--- src/rtl/upsizer_w_packer_if.sv ---
// rtl/upsizer_w_packer_if.sv - command, narrow FIFO read side and wide W channel of the upsizer W packer
// master is the packer side; slave is the surrounding AW logic, FIFO and wide slave port.
interface upsizer_w_packer_if #(
  parameter int NARROW_WIDTH = 32,
  parameter int WIDE_WIDTH   = 128,
  parameter int LEN_WIDTH    = 8
);
  localparam int RATIO  = WIDE_WIDTH / NARROW_WIDTH;
  localparam int LANE_W = $clog2(RATIO);

  logic                                 cmd_valid_i;
  logic                                 cmd_ready_o;
  logic [LANE_W-1:0]                    cmd_lane_i;
  logic [LEN_WIDTH-1:0]                 cmd_len_i;
  logic [NARROW_WIDTH+NARROW_WIDTH/8-1:0] fifo_data_i;
  logic                                 fifo_empty_i;
  logic                                 fifo_rd_o;
  logic [WIDE_WIDTH-1:0]                m_wdata_o;
  logic [WIDE_WIDTH/8-1:0]              m_wstrb_o;
  logic                                 m_wlast_o;
  logic                                 m_wvalid_o;
  logic                                 m_wready_i;

  modport master (
    input  cmd_valid_i, cmd_lane_i, cmd_len_i, fifo_data_i, fifo_empty_i, m_wready_i,
    output cmd_ready_o, fifo_rd_o, m_wdata_o, m_wstrb_o, m_wlast_o, m_wvalid_o
  );

  modport slave (
    output cmd_valid_i, cmd_lane_i, cmd_len_i, fifo_data_i, fifo_empty_i, m_wready_i,
    input  cmd_ready_o, fifo_rd_o, m_wdata_o, m_wstrb_o, m_wlast_o, m_wvalid_o
  );
endinterface

--- src/rtl/upsizer_w_packer.sv ---
// rtl/upsizer_w_packer.sv - packs narrow W beats from the narrow FIFO into wide W beats
// Optional backpressure stall counter enabled by UPSZ_PACK_STALL_CNT_EN.
module upsizer_w_packer #(
  parameter int NARROW_WIDTH = 32,
  parameter int WIDE_WIDTH   = 128,
  parameter int LEN_WIDTH    = 8,
  parameter int CNT_WIDTH    = 16
) (
  input  logic                 clk,
  input  logic                 rst_n,
  upsizer_w_packer_if.master   bus,
  output logic                 busy_o,
  output logic [CNT_WIDTH-1:0] stall_cnt_o
);
  localparam int RATIO  = WIDE_WIDTH / NARROW_WIDTH;
  localparam int LANE_W = $clog2(RATIO);
  localparam int NS     = NARROW_WIDTH / 8;
  localparam int WS     = WIDE_WIDTH / 8;

  typedef enum logic [1:0] {
    IDLE = 2'd0,
    PACK = 2'd1,
    SEND = 2'd2
  } state_e;

  state_e               state_q, state_d;
  logic [LANE_W-1:0]    lane_q, lane_d;
  logic [LEN_WIDTH-1:0] rem_q, rem_d;
  logic [WIDE_WIDTH-1:0] data_q, data_d;
  logic [WS-1:0]        strb_q, strb_d;
  logic                 last_q, last_d;

  logic                 cmd_ready;
  logic                 pop;
  logic                 wvalid;
  logic [NARROW_WIDTH-1:0] head_data;
  logic [NS-1:0]        head_strb;

  assign head_data = bus.fifo_data_i[NARROW_WIDTH-1:0];
  assign head_strb = bus.fifo_data_i[NARROW_WIDTH +: NS];

  always_comb begin
    state_d   = state_q;
    lane_d    = lane_q;
    rem_d     = rem_q;
    data_d    = data_q;
    strb_d    = strb_q;
    last_d    = last_q;
    cmd_ready = 1'b0;
    pop       = 1'b0;
    wvalid    = 1'b0;

    case (state_q)
      IDLE: begin
        cmd_ready = 1'b1;
        if (bus.cmd_valid_i) begin
          lane_d  = bus.cmd_lane_i;
          rem_d   = bus.cmd_len_i;
          data_d  = '0;
          strb_d  = '0;
          last_d  = 1'b0;
          state_d = PACK;
        end
      end
      PACK: begin
        pop = !bus.fifo_empty_i;
        if (pop) begin
          data_d[lane_q*NARROW_WIDTH +: NARROW_WIDTH] = head_data;
          strb_d[lane_q*NS +: NS]                     = head_strb;
          lane_d = lane_q + 1'b1;
          // remaining stops at zero; the zero case always closes the burst
          if (rem_q != '0) begin
            rem_d = rem_q - 1'b1;
          end
          if (lane_q == LANE_W'(RATIO - 1) || rem_q == '0) begin
            last_d  = (rem_q == '0);
            state_d = SEND;
          end
        end
      end
      SEND: begin
        wvalid = 1'b1;
        if (bus.m_wready_i) begin
          if (last_q) begin
            state_d = IDLE;
          end else begin
            data_d  = '0;
            strb_d  = '0;
            lane_d  = '0;
            state_d = PACK;
          end
        end
      end
      default: state_d = IDLE;
    endcase
  end

  always_ff @(posedge clk) begin
    if (!rst_n) begin
      state_q <= IDLE;
      lane_q  <= '0;
      rem_q   <= '0;
      data_q  <= '0;
      strb_q  <= '0;
      last_q  <= 1'b0;
    end else begin
      state_q <= state_d;
      lane_q  <= lane_d;
      rem_q   <= rem_d;
      data_q  <= data_d;
      strb_q  <= strb_d;
      last_q  <= last_d;
    end
  end

`ifdef UPSZ_PACK_STALL_CNT_EN
  logic [CNT_WIDTH-1:0] stall_q, stall_d;

  always_comb begin
    stall_d = stall_q;
    if (wvalid && !bus.m_wready_i && stall_q != '1) begin
      stall_d = stall_q + 1'b1;
    end
  end

  always_ff @(posedge clk) begin
    if (!rst_n) begin
      stall_q <= '0;
    end else begin
      stall_q <= stall_d;
    end
  end

  assign stall_cnt_o = stall_q;
`else
  assign stall_cnt_o = '0;
`endif

  assign bus.cmd_ready_o = cmd_ready;
  assign bus.fifo_rd_o   = pop;
  assign bus.m_wvalid_o  = wvalid;
  assign bus.m_wdata_o   = data_q;
  assign bus.m_wstrb_o   = strb_q;
  assign bus.m_wlast_o   = last_q;
  assign busy_o          = (state_q != IDLE);
endmodule

--- src/flat_wrapper.sv ---
// flat-port wrapper written by rule: the top's interface ports become plain ports
module upsizer_w_packer_flat 
#(
  parameter int NARROW_WIDTH = 32,
  parameter int WIDE_WIDTH   = 128,
  parameter int LEN_WIDTH    = 8,
  parameter int CNT_WIDTH    = 16
)
  (clk, rst_n, busy_o, stall_cnt_o, bus_cmd_valid_i, bus_cmd_lane_i, bus_cmd_len_i, bus_fifo_data_i, bus_fifo_empty_i, bus_m_wready_i, bus_cmd_ready_o, bus_fifo_rd_o, bus_m_wdata_o, bus_m_wstrb_o, bus_m_wlast_o, bus_m_wvalid_o);
  upsizer_w_packer_if #(.NARROW_WIDTH(NARROW_WIDTH), .WIDE_WIDTH(WIDE_WIDTH), .LEN_WIDTH(LEN_WIDTH)) bus_i ();
  input  logic clk;
  input  logic rst_n;
  output logic busy_o;
  output logic [CNT_WIDTH-1:0] stall_cnt_o;
  input wire logic [$bits(bus_i.cmd_valid_i)-1:0] bus_cmd_valid_i;
  input wire logic [$bits(bus_i.cmd_lane_i)-1:0] bus_cmd_lane_i;
  input wire logic [$bits(bus_i.cmd_len_i)-1:0] bus_cmd_len_i;
  input wire logic [$bits(bus_i.fifo_data_i)-1:0] bus_fifo_data_i;
  input wire logic [$bits(bus_i.fifo_empty_i)-1:0] bus_fifo_empty_i;
  input wire logic [$bits(bus_i.m_wready_i)-1:0] bus_m_wready_i;
  output wire logic [$bits(bus_i.cmd_ready_o)-1:0] bus_cmd_ready_o;
  output wire logic [$bits(bus_i.fifo_rd_o)-1:0] bus_fifo_rd_o;
  output wire logic [$bits(bus_i.m_wdata_o)-1:0] bus_m_wdata_o;
  output wire logic [$bits(bus_i.m_wstrb_o)-1:0] bus_m_wstrb_o;
  output wire logic [$bits(bus_i.m_wlast_o)-1:0] bus_m_wlast_o;
  output wire logic [$bits(bus_i.m_wvalid_o)-1:0] bus_m_wvalid_o;
  assign bus_i.cmd_valid_i = bus_cmd_valid_i;
  assign bus_i.cmd_lane_i = bus_cmd_lane_i;
  assign bus_i.cmd_len_i = bus_cmd_len_i;
  assign bus_i.fifo_data_i = bus_fifo_data_i;
  assign bus_i.fifo_empty_i = bus_fifo_empty_i;
  assign bus_i.m_wready_i = bus_m_wready_i;
  assign bus_cmd_ready_o = bus_i.cmd_ready_o;
  assign bus_fifo_rd_o = bus_i.fifo_rd_o;
  assign bus_m_wdata_o = bus_i.m_wdata_o;
  assign bus_m_wstrb_o = bus_i.m_wstrb_o;
  assign bus_m_wlast_o = bus_i.m_wlast_o;
  assign bus_m_wvalid_o = bus_i.m_wvalid_o;
  upsizer_w_packer #(.NARROW_WIDTH(NARROW_WIDTH), .WIDE_WIDTH(WIDE_WIDTH), .LEN_WIDTH(LEN_WIDTH), .CNT_WIDTH(CNT_WIDTH)) u_core (.clk(clk), .rst_n(rst_n), .bus(bus_i), .busy_o(busy_o), .stall_cnt_o(stall_cnt_o));
endmodule
--- config.mk ---
export PLATFORM = sky130hd
export DESIGN_NAME = upsizer_w_packer_flat
export DESIGN_NICKNAME = d
export VERILOG_FILES = /design/src/rtl/upsizer_w_packer_if.sv /design/src/rtl/upsizer_w_packer.sv /design/src/flat_wrapper.sv
export SDC_FILE = /design/constraint.sdc
export NUM_CORES = 1
export LEC_CHECK = 0
export BUFFER_PORTS_ARGS = -buffer_cell sky130_fd_sc_hd__buf_2
export CORE_UTILIZATION = 52
export DETAILED_ROUTE_END_ITERATION = 16
export PLACE_DENSITY_LB_ADDON = 0.3
export SLEW_MARGIN = 5
export SYNTH_ARGS = -nofsm -noshare
export SYNTH_HDL_FRONTEND = slang
export SYNTH_SLANG_ARGS = --single-unit
--- constraint.sdc ---
create_clock -name clk -period 2.6 [get_ports clk]
set_clock_uncertainty 0.2 [all_clocks]
set_input_delay 0.13 -clock clk [delete_from_list [all_inputs] [get_ports clk]]
set_output_delay 0.13 -clock clk [all_outputs]
set_load 0.005 [all_outputs]
==> results of run 1 <==
==> cells in the final DEF, fill, tap and decap left out, types with 8 or more instances in the layout <==
cell           instances
clkbuf_16             17
nand3_1              149
nor2_1                 8
nand2_1              150
a21oi_1               10
buf_12                11
dlygate4sd3_1         49
buf_2                198
dfxtp_1              157
mux2i_1              145
conb_1                16
inv_1                 12
buf_4                 14
ha_1                  12
==> registers in the layout (all words and copies together) (netlist names) <==
signal	count
u_core.state_q	2
u_core.lane_q	2
u_core.bus.m_wlast_o	1
u_core.bus.m_wdata_o	128
u_core.bus.m_wstrb_o	16
u_core.rem_q	8
==> cells by family (layout without fill, tap and decap cells) <==
kind of cell / Yosys count / after routing
flip-flops: 157 / 157
other: 1 / 16
AND/OR/NAND/NOR: 336 / 336
multiplexers: 145 / 145
buffers and inverters: 96 / 318
adder cells (fa/ha/maj): 12 / 12
AO/OA/AOI/OAI: 41 / 41
==> area by class of cell <==
class / instances / area [um2] / area share, %
well taps: 176 / 220 / 2.33
inverters: 13 / 48.8 / 0.516
multi-input cells: 550 / 3580 / 37.9
repair buffers: 273 / 1820 / 19.3
clock buffers: 20 / 457 / 4.83
clock inverters: 12 / 185 / 1.96
flip-flops and latches: 157 / 3140 / 33.2
==> per-stage QoR <==
step	cell area (um2)	setup WS, ns
final	9460	0.203
after global routing	9460	0.0194
after CTS	9440	0.0893
after detailed placement	8310	0.203
after global placement	8310	0.304
after floorplan	7160	0.363
==> path summary, 6_finish.rpt <==
check / start / to
max reg2reg: u_core.state_q[0] / u_core.bus.m_wdata_o[11]
min: bus_cmd_valid_i / u_core.rem_q[4]
min reg2reg: u_core.bus.m_wdata_o[112] / u_core.bus.m_wdata_o[112]
max: u_core.state_q[0] / u_core.bus.m_wdata_o[11]
==> layer usage <==
layer	GRT usage, %	share of wire (%)	up-vias	wire length, um
met5	0	0	-	0
met4	11.9	2.9	0	539
li1	-	-	3136	-
met1	33.7	44	2944	8240
met2	42.4	47	231	8770
met3	5.84	5.5	36	1020
==> where the power goes <==
part	switching [mW]	internal, mW
registers	0.105	2.53
logic	1.74	1.49
clock network	1.02	1.67
total	2.86	5.69
==> critical path, cell delays in order, from the launching register on <==
cell      delay (ns)
dfxtp_1         0.39
inv_1           0.09
ha_1            0.30
nor2b_4         0.18
nor4b_4         0.28
buf_4           0.20
a21boi_4        0.25
buf_12          0.21
mux2i_1         0.21
==> Yosys cell counts, types with 3 or more instances <==
library cell	count	area, um2
a21oi_1	10	50.1
a311oi_1	4	35.0
a31oi_1	3	18.8
buf_2	6	30.0
buf_4	27	203
buf_6	3	33.8
clkbuf_1	47	176
dfxtp_1	157	3140
ha_1	12	150
inv_1	12	45.0
mux2i_1	145	1450
nand2_1	150	563
nand2b_1	6	37.5
nand3_1	149	746
nand4b_1	3	26.3
nor2_1	9	33.8
o211ai_1	3	22.5
o21ai_0	3	15.0
o21ai_1	3	15.0
or3_1	6	37.5
==> repair_timing <==
item	4_1_cts	5_1_grt
gates resized for setup	0	0
hold buffers	49	0
setup buffers	0	2
setup endpoints to repair	0	1
endpoints found under the hold margin	156	0
==> metrics.txt, run 1 <==
status=finished clean; Clock Sinks=157; Post-Synth Adder-Cell Area=2.11%; proportion of layout cells with a drive suffix above 1=26.0%; die span in y=119 um; Reg clk slew, reported paths=0.06 ns; Vias=6347; Hold Path Depth=5; total gr overflow=0; sequential fraction of the synthesis area=44.2%; largest net degree at the start of global routing=137; Via density=5.28; RSZ-0062 raised after global routing=no; Static Leak=4.37 nW; Final setup viols=0; Critical Path RT=2.75 ns; crit path DAT=2.55 ns; P&R area growth vs syn=33.1%; Synth Register Bits=157; Crit Path Max Fanout=19; Total Nets Final=1075; VDD IR-drop max=0.000539 V; synth unique cells=45; clk_lat worst skew=0.43 ns; Util after Layout=71.1%; core area=13300 um2; post-synthesis xor/xnor area fraction=0%; startpoint types=flop; final hold viol count=0; Num CTS Buffers=17; antenna diode count=0; IO Port Bufs=199; simple-gate share of the synthesized area=22.1%; f_max=0.417 GHz; Die X=119 um; Avg Inst Size Synth=9.02 um2; final critical-path share of the clock period=92.2%; cell total after placement=1118; DP Wirelength=12000 um; total negative slack=0 ns; Ports=216; root buf cell=clkbuf_16; Syn Inst Count=788; Slew HR=49.6%; async set-reset flop share out of synthesis=0%; # fillers=1020; GRT Total Usage=26.4%; Compound-Gate Fraction of Synth Area=4.15%; number of global-route vias before repair=5791; synth warn=0; PD cells=904 nW/um2; top_reg_cell synth=dfxtp_1; Initial Util=53.5%; initial DRC count=463; Worst-Margin Slew=0.753 ns; worst hold slack=0.0409 ns; R2R depth=8; total length of routed wires=18600 um; Routability Congestion=0.814; std cell rows=42; DRC viols=0; Longest Clk Path Bufs=2; worst setup path class=reg -> reg; Hold Crit Class=in -> reg; crit end category=flop; multiplexer share of the synthesized area=20.4%; initial antenna violation count=0; post-route ant nets=0; Slew Limit Fails=0; TritonCTS clock tree=yes; global-route wire length before repair=29400 um; Wirelength per Cell=15.5 um; post-synth design cell area=7110 um2; die area=14100 um2; reg-to-reg slack, setup=0.20 ns; largest family of logic cells by synthesized area=simple AND/OR/NAND/NOR gates; Final Power=8.55 mW; Post-synth EDFFs=0; Maximum Capacitance Violations=0; Non-Filler Instances=1201; CTS HTree Levels=4; post-route minimum period=2.40 ns; drt first pass iters=5
Power figures use the tool's default switching activity.
==> run 2, diff against run 1 <==
Settings changed: CTS_CLUSTER_SIZE from default to 40, PLACE_DENSITY_LB_ADDON 0.3 to 0.2.
==> run 2 against run 1 <==
  * Power shrank 3.8%
  * Sequential share of layout area grew 0.53 points
  * Global-route usage about the same
  * Final area down 1.6%
  * Non-clock buffer count is 3 lower
==> metrics.txt, run 2 (synthesis gave the netlist of run 1 again) <==
initial DRC count=425 (-8.2%); final critical-path share of the clock period=94.2% (+2.0 points); global-route wire length before repair=29700 um (+1.2%); Wirelength per Cell=15.4 um (-0.18%); Slew HR=63.0% (+13 points); DRC viols=0 (unchanged); IO Port Bufs=199 (unchanged); Routability Congestion=0.847 (+4.0%); PD cells=884 nW/um2 (-2.3%); status=finished clean; Static Leak=4.30 nW (-1.7%); total length of routed wires=18500 um (-0.43%); Reg clk slew, reported paths=0.06 ns (about the same); drt first pass iters=6 (+1); TritonCTS clock tree=yes; total gr overflow=0 (unchanged); Crit Path Max Fanout=19 (unchanged); initial antenna violation count=0 (unchanged); core area=13300 um2 (unchanged); most frequent cells in the layout=buf_2, dfxtp_1, nand2_1; max reg flops=128 (unchanged); Die X=119 um (unchanged); Slew Limit Fails=0 (unchanged); Num CTS Buffers=17 (unchanged); worst setup path class=reg -> reg; die area=14100 um2 (unchanged); Resize count post-CTS=0 (unchanged); number of global-route vias before repair=5815 (+0.41%); Clock Sinks=157 (unchanged); largest net degree at the start of global routing=112 (-18%); Vias=6318 (-0.46%); commonest non-fill, non-tap cell in the layout=buf_2; crit end category=flop; Critical Path RT=2.74 ns (about the same); f_max=0.408 GHz (-2.1%); Final setup viols=0 (unchanged); total negative slack=0 ns (unchanged); Maximum Capacitance Violations=0 (unchanged); Total Nets Final=1072 (-0.28%); Via density=5.27 (-0.21%); DP Wirelength=12000 um (+0.32%); Worst-Margin Slew=0.553 ns (-0.200 ns); RSZ-0062 raised after global routing=no; die span in y=119 um (unchanged); CP cell instances=inv_1 -> ha_1 -> and2_1 -> nor4b_4 -> buf_4 -> a21boi_4 -> buf_12 -> mux2i_1; VDD IR-drop max=0.000731 V (+36%); Hold Crit Class=in -> reg; std cell rows=42 (unchanged); post-route ant nets=0 (unchanged); slowest CP cell=dfxtp_1; clk_lat worst skew=0.42 ns (about the same); crit path DAT=2.59 ns (+0.04 ns); CTS HTree Levels=4 (unchanged); Final Power=8.23 mW (-3.8%); Initial Util=53.5% (unchanged); GRT Total Usage=26.4% (about the same); slowest stage delay, CP=0.38 ns (about the same); root buf cell=clkbuf_16; P&R area growth vs syn=31.0%; startpoint types=flop; antenna diode count=0 (unchanged); final hold viol count=0 (unchanged); Longest Clk Path Bufs=2 (unchanged); post-route minimum period=2.45 ns (+0.0510 ns); Ports=216 (unchanged); proportion of layout cells with a drive suffix above 1=25.9% (-0.12 points)
-- run 2: timing repair --
item | CTS | global route
hold buffers | 47 | 0
endpoints found under the hold margin | 155 | 0
buffers inserted | 0 | 0
-- run 2: where the power goes --
group / internal [mW] / leakage, nW / switching [mW]
logic: 1.35 / 2.75 / 1.75
registers: 2.53 / 1.27 / 0.102
clock network: 1.52 / 0.282 / 0.982
total: 5.40 / 4.30 / 2.83
-- run 2: routing by layer --
metal,routed length (um),up-vias,global-route usage (%),part of all wire [%]
met2,8810,176,42.5,48
met4,254,0,9.49,1.4
met1,8480,2994,34.1,46
met3,962,18,6.61,5.2
met5,0,-,0,0
li1,-,3130,-,-
-- run 2: worst max-delay path, delay by kind of cell (launching register included) --
family	cells	cell delay, ns
buf+inv	3	0.51
compound gates	1	0.25
mux	1	0.21
fa+ha+maj	1	0.29
flops	1	0.38
simple gates	2	0.51
-- run 2: worst paths after layout --
kind                                                from                  endpoint  slack, ns  cells past startpoint
worst min-delay path                     bus_cmd_valid_i           u_core.rem_q[4]       0.04                      5
worst min register to register  u_core.bus.m_wdata_o[36]  u_core.bus.m_wdata_o[36]       0.25                      2
worst max-delay path                   u_core.state_q[1]   u_core.bus.m_wstrb_o[0]       0.15                      8
worst max register to register         u_core.state_q[1]   u_core.bus.m_wstrb_o[0]       0.15                      8
-- run 2: area by class of cell --
class                           count  area [um2]
Clock buffer                       23         488
Clock inverter                      9         109
Fill cell                        1077        3990
Inverter                           13        48.8
Multi-Input combinational cell    550        3580
Sequential cell                   157        3140
Tap cell                          176         220
Timing Repair Buffer              270        1720
-- run 2: stage by stage --
step           worst slack (ns)  area [um2]  std cells  hold slack, ns  util [%]
2_1_floorplan             0.363        7160        803          0.0698         -
3_3_place_gp              0.293        8240       1119           0.166      62.0
3_5_place_dp              0.189        8240       1119           0.162      62.0
4_1_cts                   0.189        9310       1198          0.0322      70.0
5_1_grt                  0.0631        9310       1198          0.0556      70.0
6_report                  0.152        9310       1198          0.0434      70.0
==> run 3, diff against run 2 <==
Settings changed: CELL_PAD_IN_SITES_DETAIL_PLACEMENT from default to 0, CELL_PAD_IN_SITES_GLOBAL_PLACEMENT from default to 2, CORE_UTILIZATION 52 to 30.
==> run 3 against run 2 <==
  * Clock-buffer cell count decreased by 4
  * Sequential share of layout area down 0.83 points
  * Core utilization down 28 points
  * Non-clock buffer count grew 3
  * Worst setup slack better by 0.061 ns
  * Via count decreased by 2.3%
  * Critical path type unchanged
  * Largest cell class unchanged
  * Highest routed layer unchanged
==> metrics.txt, run 3 (synthesis gave the netlist of run 1 again) <==
Hold Crit Class=in -> reg; post-route minimum period=2.39 ns (-0.0615 ns); status=finished clean; die area=24300 um2 (+72%); core area=22900 um2 (+72%); Static Leak=4.32 nW (+0.54%); largest net degree at the start of global routing=86 (-23%); initial DRC count=203 (-52%); Critical path origin=u_core.state_q[0]; Final setup viols=0 (unchanged); drt first pass iters=4 (-2); initial antenna violation count=0 (unchanged); Slew HR=63.4% (+0.39 points); Critical Path RT=2.69 ns (-0.05 ns); crit path DAT=2.48 ns (-0.11 ns); CP bufs+invs=3 (unchanged); Die X=156 um (+31%); R2R depth=8 (unchanged); Total Nets Final=1075 (+0.28%); number of global-route vias before repair=6116 (+5.2%); slowest CP cell=dfxtp_1; Util after Layout=41.6% (-28 points); Reg clk slew, reported paths=0.07 ns (about the same); worst reg2reg path endpoint=u_core.bus.m_wstrb_o[4]; total length of routed wires=21700 um (+17%); R2R Path Start=u_core.state_q[0]; Worst-Margin Slew=0.547 ns (-0.00590 ns); startpoint types=flop; Non-Filler Instances=1338 (+12%); cts hold-fix bufs=48 (+2.1%); proportion of layout cells with a drive suffix above 1=26.2% (+0.31 points); DP Wirelength=14600 um (+21%); Maximum Capacitance Violations=0 (unchanged); final hold viol count=0 (unchanged); antenna diode count=0 (unchanged); total setup buffers inserted after CTS=0 (unchanged); total negative slack=0 ns (unchanged); cell total after placement=1258 (+12%); Via density=4.61 (-13%); CP cell instances=inv_1 -> ha_1 -> nor2b_4 -> nor4b_4 -> buf_4 -> o21ai_4 -> buf_12 -> mux2i_1; reg-to-reg slack, setup=0.21 ns (+0.06 ns); Initial Util=31.0% (-22 points); Routability Congestion=0.736 (-13%); fin area=9540 um2 (+2.5%); Longest Clk Path Bufs=2 (unchanged); Clock Sinks=157 (unchanged); Vias=6172 (-2.3%); clk_lat worst skew=0.42 ns (about the same); CTS HTree Levels=4 (unchanged); PD cells=874 nW/um2 (-1.1%); TritonCTS clock tree=yes; Final Power=8.34 mW (+1.4%); Ports=216 (unchanged); DP Area=8470 um2 (+2.7%); Slew Limit Fails=0 (unchanged); max reg flops=128 (unchanged); Resize count post-CTS=0 (unchanged); GRT Total Usage=18.2% (-8.2 points); RSZ-0062 raised after global routing=no; worst setup path class=reg -> reg; slowest stage delay, CP=0.39 ns (about the same); f_max=0.419 GHz (+2.6%); P&R area growth vs syn=34.3%; Num CTS Buffers=17 (unchanged); Wirelength per Cell=16.2 um (+5.1%); die span in y=156 um (+31%); VDD IR-drop max=0.000435 V (-40%); commonest non-fill, non-tap cell in the layout=buf_2; root buf cell=clkbuf_16; total gr overflow=0 (unchanged); crit end category=flop; Crit Path Max Fanout=28 (+9); IO Port Bufs=199 (unchanged); delay-heaviest family, CP=buffers and inverters; final critical-path share of the clock period=91.8% (-2.4 points); post-route ant nets=0 (unchanged); std cell rows=55 (+31%); DRC viols=0 (unchanged); global-route wire length before repair=34300 um (+16%); most frequent cells in the layout=buf_2, dfxtp_1, nand2_1; CP Capture Point=u_core.bus.m_wstrb_o[4]; WP depth=8 (unchanged)
run 3: cell type report:
class | instances | area [um2]
Inverter | 13 | 48.8
Clock buffer | 19 | 443
Tap cell | 313 | 392
Sequential cell | 157 | 3140
Multi-Input combinational cell | 550 | 3580
Fill cell | 2359 | 13400
Clock inverter | 13 | 153
Timing Repair Buffer | 273 | 1780
run 3: worst min-delay path: stages:
cell and delay [ns]:
buf_2 0.14, nand3_1 0.08, a21oi_1 0.06, a21oi_1 0.11, a31oi_1 0.08
run 3: metal layers:
layer	vias to the layer above	part of all wire [%]	GRT usage, %
met1	2875	46	22.9
met5	-	0	0
met2	151	47	30.4
li1	3140	-	-
met3	6	7.1	5.94
met4	0	0.47	3.27
run 3: worst min-delay path by stage:
stage | slack [ns] | endpoint | start | cells after the start
finish | 0.05 | u_core.rem_q[4] | bus_cmd_valid_i | 5
global route | 0.07 | u_core.rem_q[4] | bus_cmd_valid_i | 5
floorplan | 0.07 | u_core.rem_q[6] | bus_cmd_len_i[6] | 2
detailed placement | 0.18 | u_core.rem_q[6] | bus_cmd_len_i[6] | 3
global placement | 0.18 | u_core.rem_q[6] | bus_cmd_len_i[6] | 3
CTS | 0.02 | u_core.rem_q[4] | bus_cmd_valid_i | 5
run 3: per-stage QoR:
stage               hold slack [ns]  setup slack [ns]
detailed placement            0.182             0.190
global placement              0.178             0.250
global route                 0.0654           0.00757
CTS                          0.0248             0.169
floorplan                    0.0698             0.363
finish                       0.0459             0.213
run 3: power breakdown:
group          switching (mW)  internal (mW)  total (mW)
sequential              0.104           2.53        2.63
combinational            1.80           1.35        3.16
clock                    1.09           1.46        2.55
